`src/rtl/out_seq_pkg.sv`:
```
// rtl/out_seq_pkg.sv - states, config addresses and channel indices for the output pattern sequencer
package out_seq_pkg;

    typedef enum logic [1:0] {
        IDLE  = 2'd0,
        ARM   = 2'd1,
        RUN   = 2'd2,
        DRAIN = 2'd3
    } seq_state_t;

    localparam logic [3:0] ADDR_CH0    = 4'd0;
    localparam logic [3:0] ADDR_CH1    = 4'd1;
    localparam logic [3:0] ADDR_CH2    = 4'd2;
    localparam logic [3:0] ADDR_CH3    = 4'd3;
    localparam logic [3:0] ADDR_CH4    = 4'd4;
    localparam logic [3:0] ADDR_CH5    = 4'd5;
    localparam logic [3:0] ADDR_CH6    = 4'd6;
    localparam logic [3:0] ADDR_CH7    = 4'd7;
    localparam logic [3:0] ADDR_PERIOD = 4'd8;
    localparam logic [3:0] ADDR_FCOUNT = 4'd9;
    localparam logic [3:0] ADDR_POL    = 4'd10;

    // fall field sits in the upper half of a channel window write
    localparam int FALL_LSB = 16;

    localparam int CH_CLK_P      = 0;
    localparam int CH_CLK_SHORT  = 1;
    localparam int CH_CLK_D      = 2;
    localparam int CH_CLK_DAC    = 3;
    localparam int CH_CLK_DAC_P  = 4;
    localparam int CH_CLK_DAC_D  = 5;
    localparam int CH_RST        = 6;
    localparam int CH_STIM       = 7;

endpackage

```
`src/rtl/out_seq_channel.sv`:
```
// rtl/out_seq_channel.sv - one drive channel: rise/fall window registers and registered window compare
module out_seq_channel
    import out_seq_pkg::*;
#(
    parameter int CNT_W = 16
) (
    input  logic             clk_in_500MHz,
    input  logic             reset_n,
    input  logic             i_cfg_we,
    input  logic [31:0]      i_cfg_wdata,
    input  logic [CNT_W-1:0] i_phase,
    input  logic             i_run_en,
    input  logic             i_inv,
    output logic             o_level
);

    logic [CNT_W-1:0] r_rise;
    logic [CNT_W-1:0] r_fall;
    logic             r_level;
    logic             w_window;

    // an empty or inverted window (rise >= fall) never drives
    assign w_window = (r_rise < r_fall) && (i_phase >= r_rise) && (i_phase < r_fall);
    assign o_level  = r_level;

    always_ff @(posedge clk_in_500MHz or negedge reset_n) begin
        if (!reset_n) begin
            r_rise  <= '0;
            r_fall  <= '0;
            r_level <= 1'b0;
        end else begin
            if (i_cfg_we) begin
                r_rise <= i_cfg_wdata[CNT_W-1:0];
                r_fall <= i_cfg_wdata[FALL_LSB +: CNT_W];
            end
            r_level <= (i_run_en & w_window) ^ i_inv;
        end
    end

endmodule

```
`src/rtl/out_pattern_sequencer.sv`:
```
// rtl/out_pattern_sequencer.sv - frame sequencer driving eight windowed output channels
// Optional per-channel output inversion mask at address 10 when OUT_SEQ_POLARITY_EN is defined.
module out_pattern_sequencer
    import out_seq_pkg::*;
#(
    parameter int CNT_W  = 16,
    parameter int NUM_CH = 8
) (
    input  logic             clk_in_500MHz,
    input  logic             reset_n,
    input  logic             cfg_we,
    input  logic [3:0]       cfg_addr,
    input  logic [31:0]      cfg_wdata,
    output logic             cfg_err,
    input  logic             start,
    input  logic             stop,
    output logic             busy,
    output logic             done,
    output logic [CNT_W-1:0] frame_cnt,
    output logic             out_clk_p,
    output logic             out_clk_short,
    output logic             out_clk_d,
    output logic             out_clk_dac,
    output logic             out_clk_dac_p,
    output logic             out_clk_dac_d,
    output logic             out_RST,
    output logic             out_STIM
);

    localparam logic [CNT_W-1:0] ONE = 1;
    localparam logic [CNT_W-1:0] TWO = 2;

    seq_state_t        r_state;
    logic [CNT_W-1:0]  r_phase;
    logic [CNT_W-1:0]  r_frame_cnt;
    logic [CNT_W-1:0]  r_period;
    logic [CNT_W-1:0]  r_fcount;
    logic              r_busy;
    logic              r_done;
    logic              r_cfg_err;

    logic              w_cfg_ok;
    logic              w_frame_end;
    logic              w_last_frame;
    logic              w_run_en;
    logic [NUM_CH-1:0] w_ch_we;
    logic [NUM_CH-1:0] w_level;
    logic [NUM_CH-1:0] w_pol;

`ifdef OUT_SEQ_POLARITY_EN
    logic [NUM_CH-1:0] r_pol;
    assign w_pol = r_pol;
`else
    assign w_pol = '0;
`endif

    assign w_cfg_ok     = cfg_we && (r_state == IDLE);
    assign w_frame_end  = (r_phase == r_period - ONE);
    assign w_last_frame = w_frame_end && (r_fcount != '0) && (r_frame_cnt == r_fcount - ONE);
    // DRAIN parks at phase 0 once its frame has wrapped; that cycle must not drive
    assign w_run_en     = (r_state == RUN) || ((r_state == DRAIN) && (r_phase != '0));

    always_ff @(posedge clk_in_500MHz or negedge reset_n) begin
        if (!reset_n) begin
            r_state     <= IDLE;
            r_phase     <= '0;
            r_frame_cnt <= '0;
            r_period    <= '0;
            r_fcount    <= '0;
            r_busy      <= 1'b0;
            r_done      <= 1'b0;
            r_cfg_err   <= 1'b0;
`ifdef OUT_SEQ_POLARITY_EN
            r_pol       <= '0;
`endif
        end else begin
            r_done    <= 1'b0;
            r_cfg_err <= cfg_we && (r_state != IDLE);
            if (w_cfg_ok) begin
                case (cfg_addr)
                    ADDR_PERIOD: r_period <= cfg_wdata[CNT_W-1:0];
                    ADDR_FCOUNT: r_fcount <= cfg_wdata[CNT_W-1:0];
`ifdef OUT_SEQ_POLARITY_EN
                    ADDR_POL:    r_pol    <= cfg_wdata[NUM_CH-1:0];
`endif
                    default: ;
                endcase
            end
            case (r_state)
                IDLE: begin
                    if (start && !stop) begin
                        if (r_period < TWO) begin
                            r_cfg_err <= 1'b1;
                        end else begin
                            r_state     <= ARM;
                            r_busy      <= 1'b1;
                            r_phase     <= '0;
                            r_frame_cnt <= '0;
                        end
                    end
                end
                ARM: r_state <= RUN;
                RUN: begin
                    r_phase <= w_frame_end ? '0 : r_phase + ONE;
                    if (w_frame_end) r_frame_cnt <= r_frame_cnt + ONE;
                    if (stop || w_last_frame) r_state <= DRAIN;
                end
                DRAIN: begin
                    if (r_phase == '0) begin
                        r_state <= IDLE;
                        r_busy  <= 1'b0;
                        r_done  <= 1'b1;
                    end else begin
                        r_phase <= w_frame_end ? '0 : r_phase + ONE;
                        if (w_frame_end) r_frame_cnt <= r_frame_cnt + ONE;
                    end
                end
                default: r_state <= IDLE;
            endcase
        end
    end

    for (genvar g = 0; g < NUM_CH; g++) begin : g_ch
        assign w_ch_we[g] = w_cfg_ok && (cfg_addr == ADDR_CH0 + 4'(g));

        out_seq_channel #(.CNT_W(CNT_W)) u_ch (
            .clk_in_500MHz (clk_in_500MHz),
            .reset_n       (reset_n),
            .i_cfg_we      (w_ch_we[g]),
            .i_cfg_wdata   (cfg_wdata),
            .i_phase       (r_phase),
            .i_run_en      (w_run_en),
            .i_inv         (w_pol[g]),
            .o_level       (w_level[g])
        );
    end

    assign cfg_err       = r_cfg_err;
    assign busy          = r_busy;
    assign done          = r_done;
    assign frame_cnt     = r_frame_cnt;
    assign out_clk_p     = w_level[CH_CLK_P];
    assign out_clk_short = w_level[CH_CLK_SHORT];
    assign out_clk_d     = w_level[CH_CLK_D];
    assign out_clk_dac   = w_level[CH_CLK_DAC];
    assign out_clk_dac_p = w_level[CH_CLK_DAC_P];
    assign out_clk_dac_d = w_level[CH_CLK_DAC_D];
    assign out_RST       = w_level[CH_RST];
    assign out_STIM      = w_level[CH_STIM];

endmodule

```
`config.mk`:
```
export PLATFORM = sky130hd
export DESIGN_NAME = out_pattern_sequencer
export DESIGN_NICKNAME = d
export VERILOG_FILES = /design/src/rtl/out_seq_pkg.sv /design/src/rtl/out_seq_channel.sv /design/src/rtl/out_pattern_sequencer.sv
export SDC_FILE = /design/constraint.sdc
export NUM_CORES = 1
export LEC_CHECK = 0
export BUFFER_PORTS_ARGS = -buffer_cell sky130_fd_sc_hd__buf_4
export CORE_AREA = 3 3 192 194
export DETAILED_ROUTE_END_ITERATION = 7
export DIE_AREA = 0 0 195 197
export PLACE_DENSITY = 0.81
export SYNTH_ARGS = -nofsm -noshare
export SYNTH_HDL_FRONTEND = slang
export SYNTH_SLANG_ARGS = --single-unit
```
`constraint.sdc`:
```
create_clock -name clk_in_500MHz -period 3.4 [get_ports clk_in_500MHz]
set_input_delay 0.34 -clock clk_in_500MHz [delete_from_list [all_inputs] [get_ports clk_in_500MHz]]
set_output_delay 0.34 -clock clk_in_500MHz [all_outputs]
set_load 0.02 [all_outputs]
```
==> impl_metrics.tcl, run 1 <==
set metrics [dict create \
    dp_cells 2793 \
    grt_max_degree 90 \
    hp-class "primary input to flop" \
    clock_latency_ps 560 \
    final_core_util_pct 70.36 \
    pwr_density_cell_nw_per_um2 828.9 \
    ys.flop_type "dfrtp_1" \
    peakVddDrop_mv 0.5504 \
    worstPathRequired_ps 3880 \
    synth_edf_count 0 \
    crit_path_max_fanout 10 \
    gp_congestion 0.9139 \
    place_hpwl_um 43100 \
    cts_buffers 38 \
    antenna_found_initial 5 \
    synth-seq-area-share_pct 37.08 \
    max_freq_mhz 325.3 \
    drcViolationCount 0 \
    grt_pass1_vias 18336 \
    grt_pass1_wl_um 99520 \
    ys_warn_count 0 \
    synth.largest_area_cell "dfrtp_1" \
    clock_path_buffers 3 \
    relSlewSlack_pct 30.58 \
    synth-seq-cells 333 \
    crit_slowest_cell "nor3_2" \
    yosysTopAreaCellShare_pct 37.08 \
    cts.sinks 333 \
    finalHoldViolations 0 \
    max-cap-violations 0 \
    syn_inst 2299 \
    synthArstFlopShare_pct 100.0 \
    period_share_pct 90.43 \
    instances_no_fill 2862 \
    die_x_um 195 \
    wl_um 62250 \
    synth_cell_types 67 \
    syn2layout_area_growth_pct 10.82 \
    netlist_area_um2 22470 \
    fin_area_um2 24910 \
    num_rows 69 \
    drive_gt1_share_pct 14.55 \
    drv_slew 0 \
    finalNetCount 2791 \
    cts_setup_buffers 0 \
    ios 68 \
    clockRootBuffer "clkbuf_16" \
    avgSynthCellArea_um2 9.776 \
    synth_area_leaders "dfrtp_1, ha_1, mux2_2" \
    layout_commonest_cell "ha_1" \
    grt_usage_pct 32.48 \
    status "complete, no violations" \
    vias_per_cell 6.262 \
    wl_per_cell_um 21.75 \
    path_clk_slew_ps 60 \
    first_pass_iters 5 \
    initial_utilization_pct 63.49 \
    dieArea_um2 38420 \
    worst_pin_slew_ps 1041 \
    fin_tns_setup_ps 0 \
    cts_tree "built" \
    syn_nets 2717 \
    p_leak_nw 12.89 \
    ant_nets 0 \
    setup_viol 0 \
    grt.overflow.total 0 \
    period_needed_ps 3075 \
    slowest_delay_ps 540 \
    rsz0062_at_grt "no" \
    htree_levels 2 \
    io_buffers 67 \
    drtIter0Drc 1476 \
    core_area_um2 35400 \
    worstSetupStartpointType "flop" \
    crit_arrival_ps 3550 \
    fin_skew_ps 23.00 \
    final_cell_mix "ha_1, dfrtp_1, inv_1" \
    end_kind "flop" \
    die_h_um 197 \
    path_cells "nor3_2, nand4_1, o21a_1, o31ai_1, o211ai_2, nor4_4, nor2_2, or4_1, a21oi_1" \
    placed_area_um2 23670 \
    route.vias.total 17923 \
    critPathKind "flop to flop" \
]
registers in the layout, summed over array words and instances, names as in the netlist:
name / flops
r_period: 16
r_phase: 16
g_ch.u_ch.o_level: 8
frame_cnt: 16
r_fcount: 16
r_state: 2
g_ch.u_ch.r_fall: 128
done: 1
g_ch.u_ch.r_rise: 128
busy: 1
cfg_err: 1
cells by family (layout without fill, tap and decap cells):
| kind of cell | Yosys count | in the layout | synth area share (%) |
|---|---|---|---|
| buffers and inverters | 346 | 445 | 5.879 |
| and+or+nand+nor | 516 | 516 | 11.74 |
| xor gates and xnor gates | 58 | 58 | 2.260 |
| other | 0 | 3 | 0 |
| adders and majority gates | 377 | 377 | 20.99 |
| DFF | 333 | 333 | 37.08 |
| muxes | 169 | 169 | 8.451 |
| AOI/OAI and AO/OA | 500 | 500 | 13.61 |
Yosys cell counts (10+ instances only):
cell type and instances:
nand4_1 57, ha_1 377, xor2_1 39, nand2b_1 30, o21ai_0 202, nand2_1 169
nor2b_1 39, a21o_1 111, a211oi_1 17, dfrtp_1 333, nand3_1 33, a2111oi_0 10
and3_1 11, nor4_1 21, clkbuf_1 67, inv_1 267, xnor2_1 19, mux2_2 165
nor3_1 28, a21oi_1 99, nor2_1 81
metrics by stage:
stage | total power [mW] | worst slack [ps] | hold slack (ps)
after floorplan | 13.50 | 466.0 | 44.41
after global placement | 15.66 | 415.8 | 391.3
after detailed placement | 16.36 | 365.4 | 393.8
after CTS | 20.58 | 364.4 | 46.90
after global routing | 22.27 | 159.6 | 68.07
final | 20.65 | 325.5 | 60.49
path summary, 6_finish.rpt:
path / startpoint / end / slack [ps] / depth (start not counted)
worst max-delay path: r_period[2]$_DFFE_PN0P_ / frame_cnt[13]$_DFFE_PN0P_ / 330 / 9
worst min-delay path: cfg_we / cfg_err$_DFF_PN0_ / 60 / 3
worst max register to register: r_period[2]$_DFFE_PN0P_ / frame_cnt[13]$_DFFE_PN0P_ / 330 / 9
worst min register to register: g_ch[0].u_ch.r_fall[1]$_DFFE_PN0P_ / g_ch[0].u_ch.r_fall[1]$_DFFE_PN0P_ / 500 / 1
max in group asynchronous: reset_n / g_ch[3].u_ch.r_rise[1]$_DFFE_PN0P_ / 2020 / 3
min in group asynchronous: reset_n / g_ch[1].u_ch.o_level$_DFF_PN0_ / 380 / 2
repair_timing:
action	CTS	global route
endpoints found under the hold margin	85	0
gates resized for setup	0	0
hold buffers	1	0
critical path: cells and delay by family (launching register included):
kind	cells	cell delay (ps)
flip-flops	1	510
AO/OA/AOI/OAI	4	870
AND/OR/NAND/NOR	5	1620
layout make-up:
type / instances / area (µm²)
multi-input combinational: 1620 / 12850
clock inverter: 5 / 72.57
antenna: 3 / 7.507
inverter: 267 / 1002
clock buffer: 60 / 1145
tap: 461 / 576.8
sequential: 333 / 8333
fill: 2613 / 10490
timing repair buffer: 113 / 920.9
layer usage:
metal  GRT usage [%]  vias to the layer above  part of all wire [%]  wire [µm]
met2           53.10                      673                    46      28830
met1           43.56                     8828                    42      26010
met3           4.821                      161                   7.5       4656
met5               0                        -                     0          0
li1                -                     8261                     -          -
met4           13.89                        0                   4.4       2747
power by group:
part	switching (mW)	internal, mW	total (mW)
Clock	1.66	2.38	4.05
Sequential	1.18	5.62	6.80
Combinational	5.42	4.37	9.80
Power figures use the tool's default switching activity.
==> inputs of run 2 (changes only) <==
--- a/config.mk
+++ b/config.mk
@@ -6,10 +6,10 @@
 export NUM_CORES = 1
 export LEC_CHECK = 0
 export BUFFER_PORTS_ARGS = -buffer_cell sky130_fd_sc_hd__buf_4
-export CORE_AREA = 3 3 192 194
+export CORE_AREA = 3 3 228 163
 export DETAILED_ROUTE_END_ITERATION = 7
-export DIE_AREA = 0 0 195 197
-export PLACE_DENSITY = 0.81
+export DIE_AREA = 0 0 231 166
+export PLACE_DENSITY = 0.88
 export SYNTH_ARGS = -nofsm -noshare
 export SYNTH_HDL_FRONTEND = slang
 export SYNTH_SLANG_ARGS = --single-unit
==> run 2 against run 1 <==
Effect of this change: critical path depth unchanged; global-route usage up 2.2 points; total power up 1.5%; combinational power about the same; utilization up 1.3 points; routed wire length up 6.7%; register-to-register slack worse by 80 ps; non-clock buffer count up 9; critical endpoint is now g_ch[1].u_ch.o_level$_DFF_PN0_; largest cell class unchanged; largest power group unchanged; highest routed layer unchanged.
==> impl_metrics.tcl, run 2 (synthesized netlist as in run 1, its figures left out) <==
set metrics [dict create \
    status "complete, no violations" \
    drv_slew 0 \
    final_core_util_pct 71.67 \
    path_cells "nor3_1, nand4_1, a21o_1, buf_4, and3_1, o221ai_1, a21oi_1, o21ai_0, nor4_1" \
    gp_congestion 0.9463 \
    vias_per_cell 6.385 \
    first_pass_iters 5 \
    dp_slack_ps 416.5 \
    cts_setup_buffers 0 \
    num_rows 57 \
    finalNetCount 2797 \
    io_buffers 67 \
    layout_commonest_cell "ha_1" \
    core_area_um2 34800 \
    antenna_found_initial 7 \
    final_cell_mix "ha_1, dfrtp_1, inv_1" \
    slowest_delay_ps 830 \
    ant_nets 0 \
    max-cap-violations 0 \
    p_leak_nw 12.91 \
    cts_tree "built" \
    grt_usage_pct 34.69 \
    wl_per_cell_um 23.09 \
    multi_input_area_um2 12860 \
    htree_levels 2 \
    timing.final.ws_setup_ps 246.2 \
    clock_path_buffers 3 \
    rsz0062_at_grt "no" \
    relSlewSlack_pct 46.52 \
    fill_cells 2437 \
    period_share_pct 92.76 \
    die_x_um 231 \
    hp-class "primary input to flop" \
    route.vias.total 18369 \
    die_h_um 166 \
    path_clk_slew_ps 60 \
    grt_max_degree 96 \
    setup_viol 0 \
    grt_pass1_wl_um 104500 \
    cts_buffers 35 \
    peakVddDrop_mv 0.5499 \
    fin_skew_ps 13.66 \
    cts.sinks 333 \
    power.total_mw 20.95 \
    path_delay_family "simple AND/OR/NAND/NOR gates" \
    worst_pin_slew_ps 802.2 \
    crit_path_max_fanout 17 \
    syn2layout_area_growth_pct 10.99 \
    top_regs "g_ch.u_ch.r_fall: 128 flops, g_ch.u_ch.r_rise: 128 flops" \
    worstPathRequired_ps 3780 \
    pwr_density_cell_nw_per_um2 839.8 \
    dp_cells 2813 \
    drive_gt1_share_pct 14.82 \
    drcViolationCount 0 \
    max_freq_mhz 317.1 \
    finalHoldViolations 0 \
    fin_tns_setup_ps 0 \
    crit_arrival_ps 3540 \
    initial_utilization_pct 64.57 \
    dieArea_um2 38350 \
    seq_area_um2 8333 \
    critPathBufInv 1 \
    ios 68 \
    grt.overflow.total 0 \
    clock_latency_ps 540 \
    drtIter0Drc 1830 \
    place_hpwl_um 46260 \
    clockRootBuffer "clkbuf_16" \
    critPathKind "flop to flop" \
    grt_pass1_vias 18460 \
    crit_slowest_cell "dfrtp_1" \
    instances_no_fill 2877 \
    end_kind "flop" \
    worstSetupStartpointType "flop" \
    period_needed_ps 3154 \
    wl_um 66440 \
]
-- run 2: final timing paths --
check	startpoint	slack [ps]	end	cells past startpoint
max reg2reg	r_phase[2]$_DFFE_PN0P_	250	g_ch[1].u_ch.o_level$_DFF_PN0_	9
min	cfg_we	80	cfg_err$_DFF_PN0_	3
max in group asynchronous	reset_n	2000	cfg_err$_DFF_PN0_	3
min in group asynchronous	reset_n	460	g_ch[6].u_ch.r_fall[15]$_DFFE_PN0P_	2
min reg2reg	g_ch[4].u_ch.r_fall[4]$_DFFE_PN0P_	500	g_ch[4].u_ch.r_fall[4]$_DFFE_PN0P_	1
max	r_phase[2]$_DFFE_PN0P_	250	g_ch[1].u_ch.o_level$_DFF_PN0_	9
-- run 2: final cells by class --
type	instances	share of cell area (%)
multi-input cells	1620	51.54
flip-flops and latches	333	33.41
clock buffers	50	4.068
repair buffers	122	4.063
inverters	267	4.018
well taps	472	2.368
clock inverters	10	0.5016
diodes	3	0.03010
-- run 2: timing repair --
item                                    CTS  global route
resized for setup                         0             1
endpoints found under the hold margin    90             0
hold buffers                              1             0
endpoints found under the setup margin    0             2
-- run 2: stage by stage --
stage / hold WS (ps) / area [µm²]
6_report: 80.49 / 24940
3_5_place_dp: 434.2 / 23780
2_1_floorplan: 44.41 / 22470
4_1_cts: 71.69 / 24930
3_3_place_gp: 431.1 / 23780
5_1_grt: 89.61 / 24940
-- run 2: worst min-delay path, delay by kind of cell --
family,cells,cell delay [ps]
compound gates,1,70
buf+inv,2,160
-- run 2: where the power goes --
| group | switching (mW) | internal [mW] | leakage (nW) |
|---|---|---|---|
| combinational | 5.68 | 4.47 | 8.23 |
| clock | 1.65 | 2.30 | 0.565 |
| sequential | 1.23 | 5.62 | 4.12 |
-- run 2: per-layer routing --
layer | GRT usage (%) | wire (µm) | vias up
li1 | - | - | 8270
met1 | 48.50 | 27480 | 8921
met2 | 51.58 | 28290 | 954
met3 | 7.973 | 7307 | 224
met4 | 15.70 | 3357 | 0
met5 | 0 | 0 | -
